## src/rtl/dot_seq_pkg.sv

```systemverilog
// Shared types and widths for the dot-product sequencer.
// Imported by the interface and the dot_prod_seq top.
package dot_seq_pkg;

    localparam int OP_W      = 16;
    localparam int ACC_W     = 64;
    localparam int PROD_W    = 32;
    localparam int DRAIN_CYC = 2;

    typedef enum logic [2:0] {
        IDLE,
        CLR,
        RUN,
        DRAIN1,
        DRAIN2,
        DONE
    } state_t;

endpackage

```

## src/rtl/dot_prod_seq_if.sv

```systemverilog
// Operand stream and result handshakes of the dot-product sequencer.
// The master modport is the operand source and result consumer side.
interface dot_prod_seq_if;
    import dot_seq_pkg::*;

    logic            op_vld;
    logic            op_rdy;
    logic [OP_W-1:0] op_a;
    logic [OP_W-1:0] op_b;

    logic [ACC_W-1:0] res;
    logic             res_vld;
    logic             res_rdy;

    modport master (
        output op_vld, op_a, op_b, res_rdy,
        input  op_rdy, res, res_vld
    );

    modport slave (
        input  op_vld, op_a, op_b, res_rdy,
        output op_rdy, res, res_vld
    );

endinterface

```

## src/rtl/dot_prod_seq.sv

```systemverilog
// Dot-product sequencer driving an external two-stage gated-clock MAC.
// Optional abort input is built only when DOT_SEQ_ABORT_EN is defined.
module dot_prod_seq
    import dot_seq_pkg::*;
#(
    parameter int LEN_W = 8
) (
    input  logic             clk,
    input  logic             rst,
    input  logic             start,
    input  logic [LEN_W-1:0] len,
    dot_prod_seq_if.slave    bus,
    output logic             mac_clr,
    output logic             mac_en,
    output logic [OP_W-1:0]  mac_a,
    output logic [OP_W-1:0]  mac_b,
    input  logic [ACC_W-1:0] mac_accum,
    output logic             busy
`ifdef DOT_SEQ_ABORT_EN
    ,
    input  logic             abort
`endif
);

    state_t           state;
    state_t           nxt;
    logic [LEN_W-1:0] cnt;
    logic [ACC_W-1:0] res_q;
    logic             kill;
    logic             xfer;

`ifdef DOT_SEQ_ABORT_EN
    assign kill = abort && (state != IDLE);
`else
    assign kill = 1'b0;
`endif

    assign xfer = (state == RUN) && bus.op_vld && !kill;

    always_comb begin
        nxt = state;
        unique case (state)
            IDLE:    if (start) nxt = CLR;
            CLR:     nxt = (cnt != '0) ? RUN : DRAIN1;
            RUN:     if (xfer && cnt == LEN_W'(1)) nxt = DRAIN1;
            DRAIN1:  nxt = DRAIN2;
            DRAIN2:  nxt = DONE;
            DONE:    if (bus.res_rdy) nxt = IDLE;
            default: nxt = IDLE;
        endcase
        if (kill) nxt = IDLE;
    end

    always_ff @(posedge clk or posedge rst) begin
        if (rst) begin
            state <= IDLE;
            cnt   <= '0;
            res_q <= '0;
        end else begin
            state <= nxt;
            if (state == IDLE && start)
                cnt <= len;
            else if (xfer)
                cnt <= cnt - 1'b1;
            // accum reflects the last product two edges after its en
            if (state == DRAIN2 && !kill)
                res_q <= mac_accum;
        end
    end

    assign mac_a       = bus.op_a;
    assign mac_b       = bus.op_b;
    assign mac_en      = xfer;
    assign mac_clr     = (state == CLR);
    assign bus.op_rdy  = (state == RUN) && !kill;
    assign bus.res     = res_q;
    assign bus.res_vld = (state == DONE);
    assign busy        = (state != IDLE);

endmodule

```

## src/flat_wrapper.sv

```systemverilog
// flat-port wrapper written by rule: the top's interface ports become plain ports
module dot_prod_seq_flat import dot_seq_pkg::*;
#(
    parameter int LEN_W = 8
)
  (clk, rst, start, len, mac_clr, mac_en, mac_a, mac_b, mac_accum, busy, bus_op_vld, bus_op_a, bus_op_b, bus_res_rdy, bus_op_rdy, bus_res, bus_res_vld);
  dot_prod_seq_if bus_i ();
  input  logic clk;
  input  logic rst;
  input  logic start;
  input  logic [LEN_W-1:0] len;
  output logic mac_clr;
  output logic mac_en;
  output logic [OP_W-1:0] mac_a;
  output logic [OP_W-1:0] mac_b;
  input  logic [ACC_W-1:0] mac_accum;
  output logic busy;
  input wire logic [$bits(bus_i.op_vld)-1:0] bus_op_vld;
  input wire logic [$bits(bus_i.op_a)-1:0] bus_op_a;
  input wire logic [$bits(bus_i.op_b)-1:0] bus_op_b;
  input wire logic [$bits(bus_i.res_rdy)-1:0] bus_res_rdy;
  output wire logic [$bits(bus_i.op_rdy)-1:0] bus_op_rdy;
  output wire logic [$bits(bus_i.res)-1:0] bus_res;
  output wire logic [$bits(bus_i.res_vld)-1:0] bus_res_vld;
  assign bus_i.op_vld = bus_op_vld;
  assign bus_i.op_a = bus_op_a;
  assign bus_i.op_b = bus_op_b;
  assign bus_i.res_rdy = bus_res_rdy;
  assign bus_op_rdy = bus_i.op_rdy;
  assign bus_res = bus_i.res;
  assign bus_res_vld = bus_i.res_vld;
  dot_prod_seq #(.LEN_W(LEN_W)) u_core (.clk(clk), .rst(rst), .start(start), .len(len), .bus(bus_i), .mac_clr(mac_clr), .mac_en(mac_en), .mac_a(mac_a), .mac_b(mac_b), .mac_accum(mac_accum), .busy(busy));
endmodule
```

## config.mk

```make
export PLATFORM = sky130hd
export DESIGN_NAME = dot_prod_seq_flat
export DESIGN_NICKNAME = d
export VERILOG_FILES = /design/src/rtl/dot_seq_pkg.sv /design/src/rtl/dot_prod_seq_if.sv /design/src/rtl/dot_prod_seq.sv /design/src/flat_wrapper.sv
export SDC_FILE = /design/constraint.sdc
export NUM_CORES = 1
export LEC_CHECK = 0
export CAP_MARGIN = 20
export CORE_AREA = 2 2 94 105
export CTS_CLUSTER_DIAMETER = 30
export CTS_CLUSTER_SIZE = 28
export DETAILED_ROUTE_END_ITERATION = 12
export DIE_AREA = 0 0 96 107
export PLACE_DENSITY = 0.8
export SLEW_MARGIN = 30
export SYNTH_ARGS = -nofsm -noshare
export SYNTH_HDL_FRONTEND = slang
export SYNTH_SLANG_ARGS = --single-unit
```

## constraint.sdc

```tcl
create_clock -name clk -period 2.85 [get_ports clk]
set_input_delay 0.285 -clock clk [delete_from_list [all_inputs] [get_ports clk]]
set_output_delay 0.285 -clock clk [all_outputs]
set_load 0.05 [all_outputs]
```

==> results of run 1 <==
## cells by family after synthesis
kind of cell | Yosys count | share of synthesized area [%]
mux | 64 | 21.7
xor+xnor | 6 | 1.58
flops | 75 | 56.4
buf+inv | 49 | 10.9
fa+ha+maj | 3 | 1.13
compound gates | 15 | 2.67
simple gates | 33 | 5.60
## flip-flops by register name, summed over array words and instances (netlist names)
name,count
u_core.bus.res,64
u_core.state,3
u_core.cnt,8
## area by class of cell
type	instances	area (sq um)	share of cell area, %
Timing Repair Buffer	149	1490	31.0
Clock inverter	5	52.6	1.09
Inverter	5	20.0	0.415
Tap cell	117	146	3.04
Clock buffer	11	141	2.93
Sequential cell	75	1880	38.9
Multi-Input combinational cell	121	1090	22.6
## cells in the mapped netlist (all sizes together)
master / number / area (sq um)
and2: 1 / 7.51
nand4b: 2 / 17.5
mux2: 64 / 721
o21ai: 9 / 45.0
o211ai: 1 / 7.51
nand2: 14 / 52.6
nand3b: 1 / 7.51
and3b: 1 / 8.76
a22oi: 1 / 7.51
nor4: 1 / 12.5
ha: 3 / 37.5
or2: 1 / 6.26
xnor2: 1 / 8.76
and4bb: 1 / 12.5
inv: 5 / 18.8
nor2: 3 / 11.3
dfrtp: 75 / 1880
nor3b: 3 / 22.5
a21oi: 1 / 5.00
a21o: 1 / 7.51
buf: 44 / 345
xor2: 5 / 43.8
nor3: 1 / 5.00
nand3: 2 / 10.0
o31ai: 1 / 7.51
nand4: 2 / 12.5
o311ai: 1 / 8.76
## final timing paths
kind	startpoint	to	slack, ps	cells after the start
worst max-delay path	u_core.state[1]	bus_op_rdy	500	2
worst min-delay path	rst	u_core.bus.res[30]	350	2
worst max register to register	u_core.state[2]	u_core.bus.res[27]	1090	3
worst min register to register	u_core.bus.res[33]	u_core.bus.res[33]	510	1
max in group asynchronous	rst	u_core.bus.res[7]	1860	3
min in group clk	len[6]	u_core.cnt[6]	490	3
## metal layers
| metal | wire, um | global-route usage (%) |
|---|---|---|
| met4 | 178 | 6.02 |
| met2 | 3480 | 23.7 |
| met5 | 0 | 0 |
| met1 | 2890 | 15.6 |
| met3 | 631 | 5.41 |
## critical path: stages (launching register included)
cell and delay, ps:
dfrtp_1 500, nor3b_1 350, clkdlybuf4s50_1 870
## power by group
part           total [mW]  switching, mW  internal, mW  leakage, nW
clock network       0.799          0.375         0.424       0.0991
logic                3.87           2.38          1.49        0.975
registers            1.92          0.318          1.61        0.900
total                6.60           3.08          3.52         1.97
==> impl_results.md, run 1 <==
* Post-Layout Cell Count at 483
* Worst rel slew slack at between 50% and 60%
* Vias in the first global route at 2352
* Final #Nets at approximately 470
* Core Region at roughly 9000 sq um
* Full die area at a little over 10000 sq um
* Post-layout min period at about 2300 ps
* TritonCTS clock tree: built
* Fin crit share at just over 80%
* Clock sink total at between 70 and 80
* CTS clock-pin slew for the worst setup and hold paths at roughly 70 ps
* Global route overflow at 0
* CP Data Required Time at 2570 ps
* Sequential fraction of the synthesis area at roughly 56%
* Worst vdd ir at roughly 590 uV
* Worst Setup Start Kind: flip-flop
* Root buffer cell: clkbuf_8
* Pwr dens at about 1400 nW/um^2
* Post-CTS setup repair buffer count at 0
* First-pass GRT wire length at 11000 um
* Hpwl dp at 5300 um
* Diodes inserted at 0
* Critical path arrival at slightly above 2000 ps
* Wire length per cell at about 15 um
* Gpl congestion at 0.796
* Final setup vio count at 0
* DRT iter0 DRCs at 52
* Dpl ws at ~770 ps
* I/O pin cnt at 210
* Final hold vios at 0
* Cts-stage hold buffer count at 0
* Power Total at about 6.6 mW
* CTS Buf Count at 9
* Layout Area Growth over Synthesis at 44.9%
* Vias per cell at 4.67
* DR vias at between 2000 and 2500
* Buffer depth of the longest clock path at 2
* Clock latency on the worst-skew pair at 340 ps
* Initial Util at a little over a third
* PostCTS Resize Cnt at 0
* Net Count, Synth at 357
* Pin count of the biggest net entering global routing at 39
* First-pass iteration count of the detailed router at 4
* MaxCap Viol Count at 0
* Setup ws final at a little over 500 ps
* Row cnt at 37
* Post-DP Area at roughly 4600 sq um
* Post-route ant nets at 0
* Final core occ at a little over half
* Total Routing Usage GR at roughly 14%
* Setup CP Type: reg2out
* Mean Syn Cell Area at about 14 sq um
* Placed insts at approximately 470
* Leakage at a little under 2 nW
* Remaining DRCs at 0
* Hold slack at around 350 ps
* Distinct cells, synth at 30
* Post-Syn Area at between 3000 and 4000 sq um
* Routed WL at 7180 um
* Die Y at between 100 and 150 um
* Flop and latch count out of synthesis at 75
* Setup TNS at 0 ps
* Number of fillers in the final layout at 796
* Max-slew violation total from the final report at 0
* Mapped Cells at 245
* Layout cells sized above 1 at between 20% and 30%
* RSZ-0062 raised after global routing: false
* Hold Path Class: in2async
* Synth warn at 0
* Setup crit end kind: output pin
* Initial antenna violation count at 0
* Final instance area at approximately 4800 sq um
* Max Clk Rate at approximately 430 MHz
* CP Max Fanout at 10
* Outcome: finished clean
* Htree depth at 3
* Skew final at 4.59 ps
* Buffers on Ports at 145
* Most frequent cells in the layout: clkdlybuf4s50_1, dfrtp_1, mux2_2, nand2_1, clkbuf_8
* Commonest non-fill, non-tap cell in the layout: clkdlybuf4s50_1
* Die W at between 90 and 100 um
* Worst-Margin Slew at 681 ps
No activity file was read; power rests on OpenSTA's default activity.
==> run 2: changes to the inputs <==
Settings changed: CORE_AREA 2 2 94 105 to 2 2 99 111, DIE_AREA 0 0 96 107 to 0 0 101 113, PLACE_DENSITY 0.8 to 0.75.
Clock period 2.85 ns to 1.9 ns, I/O delays scaled along.
==> run 2 against run 1 <==
Sequential share of layout area decreased by 1.4 points. Non-clock buffer count up 2. Via count decreased by 0.27%. Wire length grew 0.71%. Design area increased by 3.8%. Critical path depth up 1. First-iteration DRC count shrank 44%. Clock-buffer cell count is 2 higher. Critical path type unchanged.
==> impl_results.md, run 2 (synthesis gave the netlist of run 1 again) <==
* Outcome: finished clean
* Critical path arrival at 1580 ps
* Remaining DRCs at 0
* Pwr dens at between 2000 and 2500 nW/um^2
* Vias per cell at roughly 4.6
* Gpl congestion at around 0.76
* TritonCTS clock tree: built
* MaxCap Viol Count at 0
* Global route overflow at 0
* Crit path launch: u_core.state[2]
* CP Max Fanout at 10
* Final instance area at between 5000 and 6000 sq um
* Vias in the first global route at 2407
* Initial Util at between 30% and 40%
* Pin count of the biggest net entering global routing at 45
* PostCTS Resize Cnt at 0
* Worst vdd ir at 885 uV
* Die Y at 113 um
* Layout Area Growth over Synthesis at 50.4%
* Full die area at about 11000 sq um
* Hold Path Class: in2async
* Post-CTS setup repair buffer count at 0
* Leakage at 2.05 nW
* Buffer depth of the longest clock path at 2
* Final setup vio count at 0
* RR Endpoint: u_core.bus.res[2]
* Htree depth at 3
* Row cnt at 39
* First-pass iteration count of the detailed router at 4
* Wire length per cell at about 15 um
* FF-to-FF Start: u_core.state[2]
* Max FFs per register at between 60 and 70
* Post-route ant nets at 0
* Cells on worst reg2reg path at 3
* DR vias at around 2300
* Post-layout min period at 1770 ps
* Final hold vios at 0
* Worst-Margin Slew at between 500 and 600 ps
* Core Region at ~10000 sq um
* Routed WL at 7230 um
* Final #Nets at 475
* Cts-stage hold buffer count at 0
* Most frequent cells in the layout: clkdlybuf4s50_1, dfrtp_1, mux2_2, nand2_1, clkbuf_16
* Skew final at roughly 6.3 ps
* Commonest non-fill, non-tap cell in the layout: clkdlybuf4s50_1
* Die W at 101 um
* Reg-to-reg setup timing slack at 240 ps
* Worst rel slew slack at about 65%
* Worst Setup Start Kind: flip-flop
* DRT iter0 DRCs at 29
* Clock sink total at 75
* Diodes inserted at 0
* Critical Path End: mac_en
* CP Data Required Time at roughly 1700 ps
* Layout cells sized above 1 at 26.4%
* Root buffer cell: clkbuf_16
* Clock latency on the worst-skew pair at roughly 330 ps
* RSZ-0062 raised after global routing: false
* Post-DP Area at between 4000 and 5000 sq um
* Setup TNS at 0 ps
* CTS clock-pin slew for the worst setup and hold paths at ~60 ps
* Fin crit share at between 90% and 100%
* Max Clk Rate at between 500 and 600 MHz
* Buffers on Ports at around 150
* Setup CP Type: reg2out
* First-pass GRT wire length at 11600 um
* CTS Buf Count at 9
* Initial antenna violation count at 0
* Setup crit end kind: output pin
* Hpwl dp at 5370 um
* I/O pin cnt at 210
* Total Routing Usage GR at roughly an eighth
* Max-slew violation total from the final report at 0
-- run 2: cell types whose count changed in the layout (fill, tap and decap cells not counted) --
cell / before / now
nor3b_1: 2 / 0
clkbuf_16: 0 / 9
nor3b_2: 1 / 3
buf_4: 3 / 7
clkinv_2: 4 / 0
clkbuf_8: 10 / 3
clkinvlp_4: 1 / 3
clkdlybuf4s50_1: 145 / 140
buf_12: 1 / 4
-- run 2: worst min-delay path by stage --
stage                            start                  to  depth (start not counted)
final                              rst  u_core.bus.res[55]                          3
after global routing       bus_op_b[8]            mac_b[8]                          0
after floorplan                 len[0]       u_core.cnt[0]                          2
after global placement    bus_op_a[12]           mac_a[12]                          0
after CTS                          rst  u_core.bus.res[55]                          3
after detailed placement  bus_op_a[12]           mac_a[12]                          0
-- run 2: critical path, stage by stage, from the launching register on --
cell and delay, ps:
dfrtp_1 480, and4bb_1 460, buf_4 190, buf_12 130
-- run 2: per-stage QoR --
| step | worst slack, ps | hold slack, ps | power, mW | instances | utilization, % |
|---|---|---|---|---|---|
| 2_1_floorplan | 163 | 307 | 7.06 | 245 | - |
| 3_3_place_gp | 272 | 380 | 8.76 | 475 | 45.8 |
| 3_5_place_dp | 210 | 380 | 8.88 | 475 | 45.8 |
| 4_1_cts | 104 | 350 | 10.7 | 491 | 48.8 |
| 5_1_grt | 26.1 | 380 | 11.1 | 491 | 48.8 |
| 6_report | 125 | 339 | 10.5 | 491 | 48.8 |
-- run 2: layout make-up --
cell class              instances  area, sq um
flip-flops and latches         75         1880
multi-input cells             121         1100
clock inverters                 3         45.0
repair buffers                151         1530
well taps                     123          154
clock buffers                  13          270
inverters                       5         22.5
fillers                       919         5240
-- run 2: power by group --
part           internal [mW]  total, mW  switching [mW]
Sequential              2.41       2.90           0.484
Combinational           2.31       5.89            3.58
Clock                   1.12       1.75           0.628
Total                   5.85       10.5            4.69
-- run 2: routing by layer --
metal  vias to the layer above  track usage (%)  wire length, um
met5                         -                0                0
met4                         0             8.47              277
met1                      1069             14.2             2760
li1                       1047                -                -
met2                       104             22.4             3620
met3                        30             3.71              562
